$ cat src/rtl/sm_pkg.sv
// Shared types and constants for the phase-generator state machine.
// Holds the state encoding, default phase count and one-hot phase values.
package sm_pkg;

  typedef enum logic {
    IDLE = 1'b0,
    RUN  = 1'b1
  } state_e;

  localparam int NPH_DEF = 4;

  localparam logic [3:0] PH0 = 4'b0001;
  localparam logic [3:0] PH1 = 4'b0010;
  localparam logic [3:0] PH2 = 4'b0100;
  localparam logic [3:0] PH3 = 4'b1000;

endpackage

$ cat src/rtl/sm.sv
// Phase generator: rotates a one-hot clock-enable vector while running and
// always completes the current phase cycle before parking idle on stop.
module sm
  import sm_pkg::*;
#(
  parameter int NPH = NPH_DEF
) (
  input  logic           CLK,
  input  logic           RSTN,
  input  logic           start,
  input  logic           stop,
  output logic [NPH-1:0] q
);

  state_e         state_q, state_d;
  logic [NPH-1:0] q_q, q_d;
  logic           stop_pend_q, stop_pend_d;

  always_ff @(posedge CLK or negedge RSTN) begin
    if (!RSTN) begin
      state_q     <= IDLE;
      q_q         <= '0;
      stop_pend_q <= 1'b0;
    end else begin
      state_q     <= state_d;
      q_q         <= q_d;
      stop_pend_q <= stop_pend_d;
    end
  end

  always_comb begin
    state_d     = state_q;
    q_d         = q_q;
    stop_pend_d = stop_pend_q;
    case (state_q)
      IDLE: begin
        q_d         = '0;
        stop_pend_d = 1'b0;
        // A simultaneous stop overrides start.
        if (start && !stop) begin
          state_d = RUN;
          q_d[0]  = 1'b1;
        end
      end
      RUN: begin
        // Only the last phase may end a cycle; earlier stops are remembered.
        if (q_q[NPH-1] && (stop_pend_q || stop)) begin
          state_d     = IDLE;
          q_d         = '0;
          stop_pend_d = 1'b0;
        end else begin
          q_d = {q_q[NPH-2:0], q_q[NPH-1]};
          if (stop) stop_pend_d = 1'b1;
        end
      end
      default: begin
        state_d     = IDLE;
        q_d         = '0;
        stop_pend_d = 1'b0;
      end
    endcase
  end

  assign q = q_q;

endmodule

$ cat config.mk
export PLATFORM = sky130hd
export DESIGN_NAME = sm
export DESIGN_NICKNAME = d
export VERILOG_FILES = /design/src/rtl/sm_pkg.sv /design/src/rtl/sm.sv
export SDC_FILE = /design/constraint.sdc
export NUM_CORES = 1
export LEC_CHECK = 0
export CAP_MARGIN = 20
export CORE_AREA = 2 2 39 41
export DETAILED_ROUTE_END_ITERATION = 16
export DIE_AREA = 0 0 41 43
export GPL_TIMING_DRIVEN = 1
export PLACE_DENSITY = 0.47
export SLEW_MARGIN = 20
export SYNTH_ARGS = -nofsm -noshare
export SYNTH_HDL_FRONTEND = slang
export SYNTH_SLANG_ARGS = --single-unit
export TNS_END_PERCENT = 1
$ cat constraint.sdc
create_clock -name CLK -period 0.8 [get_ports CLK]
set_input_delay 0.16 -clock CLK [delete_from_list [all_inputs] [get_ports CLK]]
set_output_delay 0.16 -clock CLK [all_outputs]
set_load 0.05 [all_outputs]
==> run metrics, run 1 <==
first-pass GRT wire length=between 700 and 800 um; CP top delay family=flip-flops; cell count after synthesis=15; crit-path max FO=2; failing checks=setup timing; Crit path arrival time=0.82 ns; yosys warns=0; RD Place Congestion=~0.73; register area share after synthesis=0.698; core area=~1400 um2; Yosys reg bits=6; Pre-antenna DRT Iters=2; area post-placement=365 um2; CP cell instances=buf_12; outcome=finished with violations; Cell Area, Synth=~220 um2; I/O pin total=8; Die H=43 um; critical path class=reg2out; Residual DRC=0; via count=between 150 and 200; upper clock frequency limit=between 1000 and 1500 MHz; worst path bufs/invs=1; CTS Sinks=6; worst min path class=in2async; TritonCTS Buffers=3; H-tree Lvls=1; Area Overhead vs Synth=101%; crit path launch type=flop; minimum clock period=approximately 1 ns; Initial Utilization=0.156; Rel. slew slack=0.817; most frequent cells in the layout=buf_4, dfrtp_1, buf_12; leak pwr=around 0.19 nW; Hold Violations, Final=0; layout cell share with drive strength beyond 1=0.581; CTS Buffer Depth=2; Tcrit/Tclk final=1.22; Worst-Margin Slew=between 0.2 and 0.3 ns; Total Routed Length=roughly 480 um; Post-CTS Hold Buffers=0; clk_lat worst skew=approximately 0.25 ns; Layout Skew=between 0.007 and 0.008 ns; row count=14; vias in the first global route=between 150 and 200; Max stage delay on crit path=~0.42 ns; diode count=0; Pins Over Slew Limit=0; wire per inst=10.1 um; r2r setup slk=-0.11 ns; slowest cell on the critical path=dfrtp_2; Critical Path End Type=output pin; full die area=about 1800 um2; peak supply drop=approximately 0.98 mV; Mapped Nets=19; unrepaired setup endpoints after global routing=yes; Placement Setup Slack=-0.326 ns; TritonCTS clock tree=yes; P per Cell Area=roughly 2800 nW/um2; Tot GR Track Use=0.0740; Post-layout nets=36; Final ANT Viol Nets=0; initial antenna violation count=0; worst flop-to-flop path startpoint=q[3]; # setup viols final=10; max cap viols=0; final worst slack=-0.178 ns; Starting DRT DRC Count=4; reg2reg end=q[1]; # port buffers=7; gr ovfl total=0; CTS root buf=clkbuf_4; final hold slack=0.152 ns; post-synth cell types=7; clk slew on worst S/H paths=0.05 ns; worst reg-to-reg path cell count=3; largest net degree at the start of global routing=7; WP data required=~0.64 ns; Synth Area per Inst=14.3 um2; vias per cell=3.89; Die X=41 um; Final Instance Area=433 um2
state kept, by name, summed over array words and instances, names as in the netlist:
signal / flops
stop_pend_q: 1
state_q: 1
q: 4
routing by layer:
metal	wire length, um	vias up	share of wire	track usage
met1	216	89	0.45	0.0797
li1	-	87	-	-
met5	0	-	0	0
met4	0	0	0	0.0600
met3	41	0	0.086	0.0524
met2	219	7	0.46	0.0938
how the worst max path moves through the flow:
stage	cells past startpoint	slack (ns)	end	from
floorplan	2	-0.14	q[1]	q[3]
global placement	3	-0.30	q[0]	stop
detailed placement	3	-0.33	q[3]	stop
CTS	1	-0.19	q[3]	q[3]
global route	1	-0.20	q[2]	q[2]
finish	1	-0.18	q[3]	q[3]
power by group:
part           total [mW]  internal, mW  switching [mW]
registers           0.469         0.379          0.0904
clock network       0.307         0.189           0.118
logic               0.437         0.250           0.187
total                1.21         0.819           0.395
area by class of cell:
| type | instances | area, um2 |
|---|---|---|
| tap | 16 | 20.0 |
| timing repair buffer | 12 | 146 |
| fill | 138 | 951 |
| clock buffer | 4 | 26.3 |
| sequential | 6 | 151 |
| multi-input combinational | 9 | 88.8 |
kinds of logic (layout without fill, tap and decap cells):
group | count (synthesis) | count (layout) | share of synthesized area
flip-flops | 6 | 6 | 0.698
AND/OR/NAND/NOR | 6 | 6 | 0.174
AO/OA/AOI/OAI | 3 | 3 | 0.128
buffers and inverters | 0 | 16 | 0
cell usage after synthesis:
| cell type | n | area (um2) |
|---|---|---|
| and3_2 | 3 | 22.5 |
| a32o_1 | 1 | 10.0 |
| dfrtp_1 | 6 | 150 |
| nor2_1 | 2 | 7.51 |
| o21ai_2 | 1 | 8.76 |
| a22o_1 | 1 | 8.76 |
| nor3b_1 | 1 | 7.51 |
timing repair:
| action | 4_1_cts | 5_1_grt |
|---|---|---|
| buffers inserted | 2 | 2 |
| cloned | 0 | 0 |
| endpoints found under the setup margin | 9 | 10 |
| gates resized for setup | 3 | 0 |
through the flow:
step           TNS, ns  utilization  power (mW)  std cells
3_5_place_dp     -1.81        0.264       0.847         39
4_1_cts          -1.27        0.302        1.21         45
5_1_grt          -1.43        0.313        1.28         47
6_report         -1.20        0.313        1.21         47
2_1_floorplan   -0.623            -       0.634         15
3_3_place_gp     -1.65        0.264       0.831         39
(Power assumes the default switching activity.)
==> inputs of run 2 (changes only) <==
CORE_AREA = 10 10 47 49   (was 2 2 39 41)
DIE_AREA = 0 0 57 59   (was 0 0 41 43)
SETUP_SLACK_MARGIN = 0.05   (was not set)
==> run metrics, run 2 (synthesis gave the netlist of run 1 again) <==
met2 Use GR=0.0527 (-0.0410); wire per inst=12.1 um (+19%); # setup viols final=10 (unchanged); core area=1400 um2 (+1.3%); RD Place Congestion=0.575 (-22%); CP cell instances=buf_12; minimum clock period=0.972 ns (-0.00614 ns); vias per cell=4.09 (+5.0%); I/O pin total=8 (unchanged); CTS Buffer Depth=2 (unchanged); upper clock frequency limit=1030 MHz (+0.63%); area post-placement=358 um2 (-2.1%); layout cell share with drive strength beyond 1=0.586 (+0.00556); worst min path class=in2async; overall power=1.17 mW (-3.3%); Post-CTS Hold Buffers=0 (unchanged); met1 Use GR=0.0312 (-0.0485); Rel. slew slack=0.819 (+0.00190); CTS root buf=clkbuf_4; largest net degree at the start of global routing=8 (+1); clk slew on worst S/H paths=0.05 ns (about the same); WP data required=0.64 ns (about the same); gr ovfl total=0 (unchanged); multi-input logic area=88.8 um2 (unchanged); max FFs per register=4 (unchanged); Pre-antenna DRT Iters=2 (unchanged); Crit path arrival time=0.81 ns (about the same); Die X=57 um (+39%); worst path bufs/invs=1 (unchanged); outcome=finished with violations; H-tree Lvls=1 (unchanged); initial antenna violation count=0 (unchanged); slowest cell on the critical path=dfrtp_2; Post-layout nets=34 (-5.6%); met3 Track Usage GR=0.0429 (-0.00944); failing checks=setup timing; TritonCTS clock tree=yes; most frequent cells in the layout=buf_12, dfrtp_1, and3_4, clkbuf_4, buf_4; first-pass GRT wire length=841 um (+8.0%); Area Overhead vs Synth=94.8%; CP top delay family=flip-flops; most congested layer reported by global routing=met2; Residual DRC=0 (unchanged); CTS Sinks=6 (unchanged); Max stage delay on crit path=0.41 ns (about the same); via count=184 (+0.55%); CP Launch Point=q[3]; unrepaired setup endpoints after global routing=yes; final worst slack=-0.172 ns (+0.00614 ns); Final ANT Viol Nets=0 (unchanged); Total Routed Length=543 um (+14%); peak supply drop=1.31 mV (+33%); # port buffers=7 (unchanged); crit-path max FO=2 (unchanged); fillers=158 (+14%); Hold Violations, Final=0 (unchanged); P per Cell Area=2800 nW/um2 (-0.11%); max cap viols=0 (unchanged); critical path class=reg2out; vias in the first global route=210 (+12%); Tcrit/Tclk final=1.22 (-0.00768); crit path launch type=flop; Critical Path End Type=output pin; Die H=59 um (+37%); Starting DRT DRC Count=4 (unchanged); leak pwr=0.183 nW (-5.4%); full die area=3360 um2 (+91%); TritonCTS Buffers=3 (unchanged); Initial Utilization=0.154 (-0.00194); Layout Skew=0.00654 ns (-0.00110 ns); Pins Over Slew Limit=0 (unchanged); worst flop-to-flop path startpoint=q[3]; Placement Setup Slack=-0.338 ns (-0.0123 ns); Tot GR Track Use=0.0360 (-0.0380); clk_lat worst skew=0.24 ns (about the same); Worst-Margin Slew=0.271 ns (-0.00285 ns); Final Instance Area=419 um2 (-3.2%); Reg area=153 um2 (+0.83%); row count=14 (unchanged); diode count=0 (unchanged); final hold slack=0.153 ns (+0.000773 ns)
[run 2: worst reg2reg max path, delay by kind of cell (launching register included)]
kind / cells / cell delay [ns]
AOI/OAI and AO/OA: 1 / 0.21
DFF: 1 / 0.41
buffers and inverters: 1 / 0.16
[run 2: stage by stage]
step / util / cells / TNS (ns)
after global routing: 0.299 / 45 / -1.48
final: 0.299 / 45 / -1.15
after global placement: 0.255 / 38 / -1.69
after CTS: 0.299 / 45 / -1.20
after detailed placement: 0.255 / 38 / -1.84
after floorplan: - / 15 / -0.623
[run 2: final cells by class]
cell class | count | area share
Timing Repair Buffer | 10 | 0.313
Multi-Input combinational cell | 9 | 0.212
Sequential cell | 6 | 0.364
Tap cell | 16 | 0.0478
Clock buffer | 4 | 0.0627
[run 2: final timing paths]
path	cells after the start	endpoint	slack, ns
setup / recovery	1	q[3]	-0.17
hold / removal	1	q[1]	0.15
setup reg to reg	2	q[0]	-0.10
hold reg to reg	1	state_q	0.58
max in group asynchronous	1	state_q	0.41
min in group CLK	3	q[3]	0.46
[run 2: what timing repair did]
item	CTS	global route
resized for setup	4	0
setup buffers	3	0
pin swaps	1	1
endpoints found under the setup margin	10	10
[run 2: where the power goes]
group	total [mW]	switching, mW	internal [mW]
logic	0.396	0.177	0.219
clock network	0.299	0.110	0.189
registers	0.478	0.0952	0.383
[run 2: layer usage]
layer	wire length [um]	share of wire	vias up
met3	71	0.13	0
met5	0	0	-
met4	0	0	0
met2	256	0.47	10
li1	-	-	84
met1	215	0.40	90
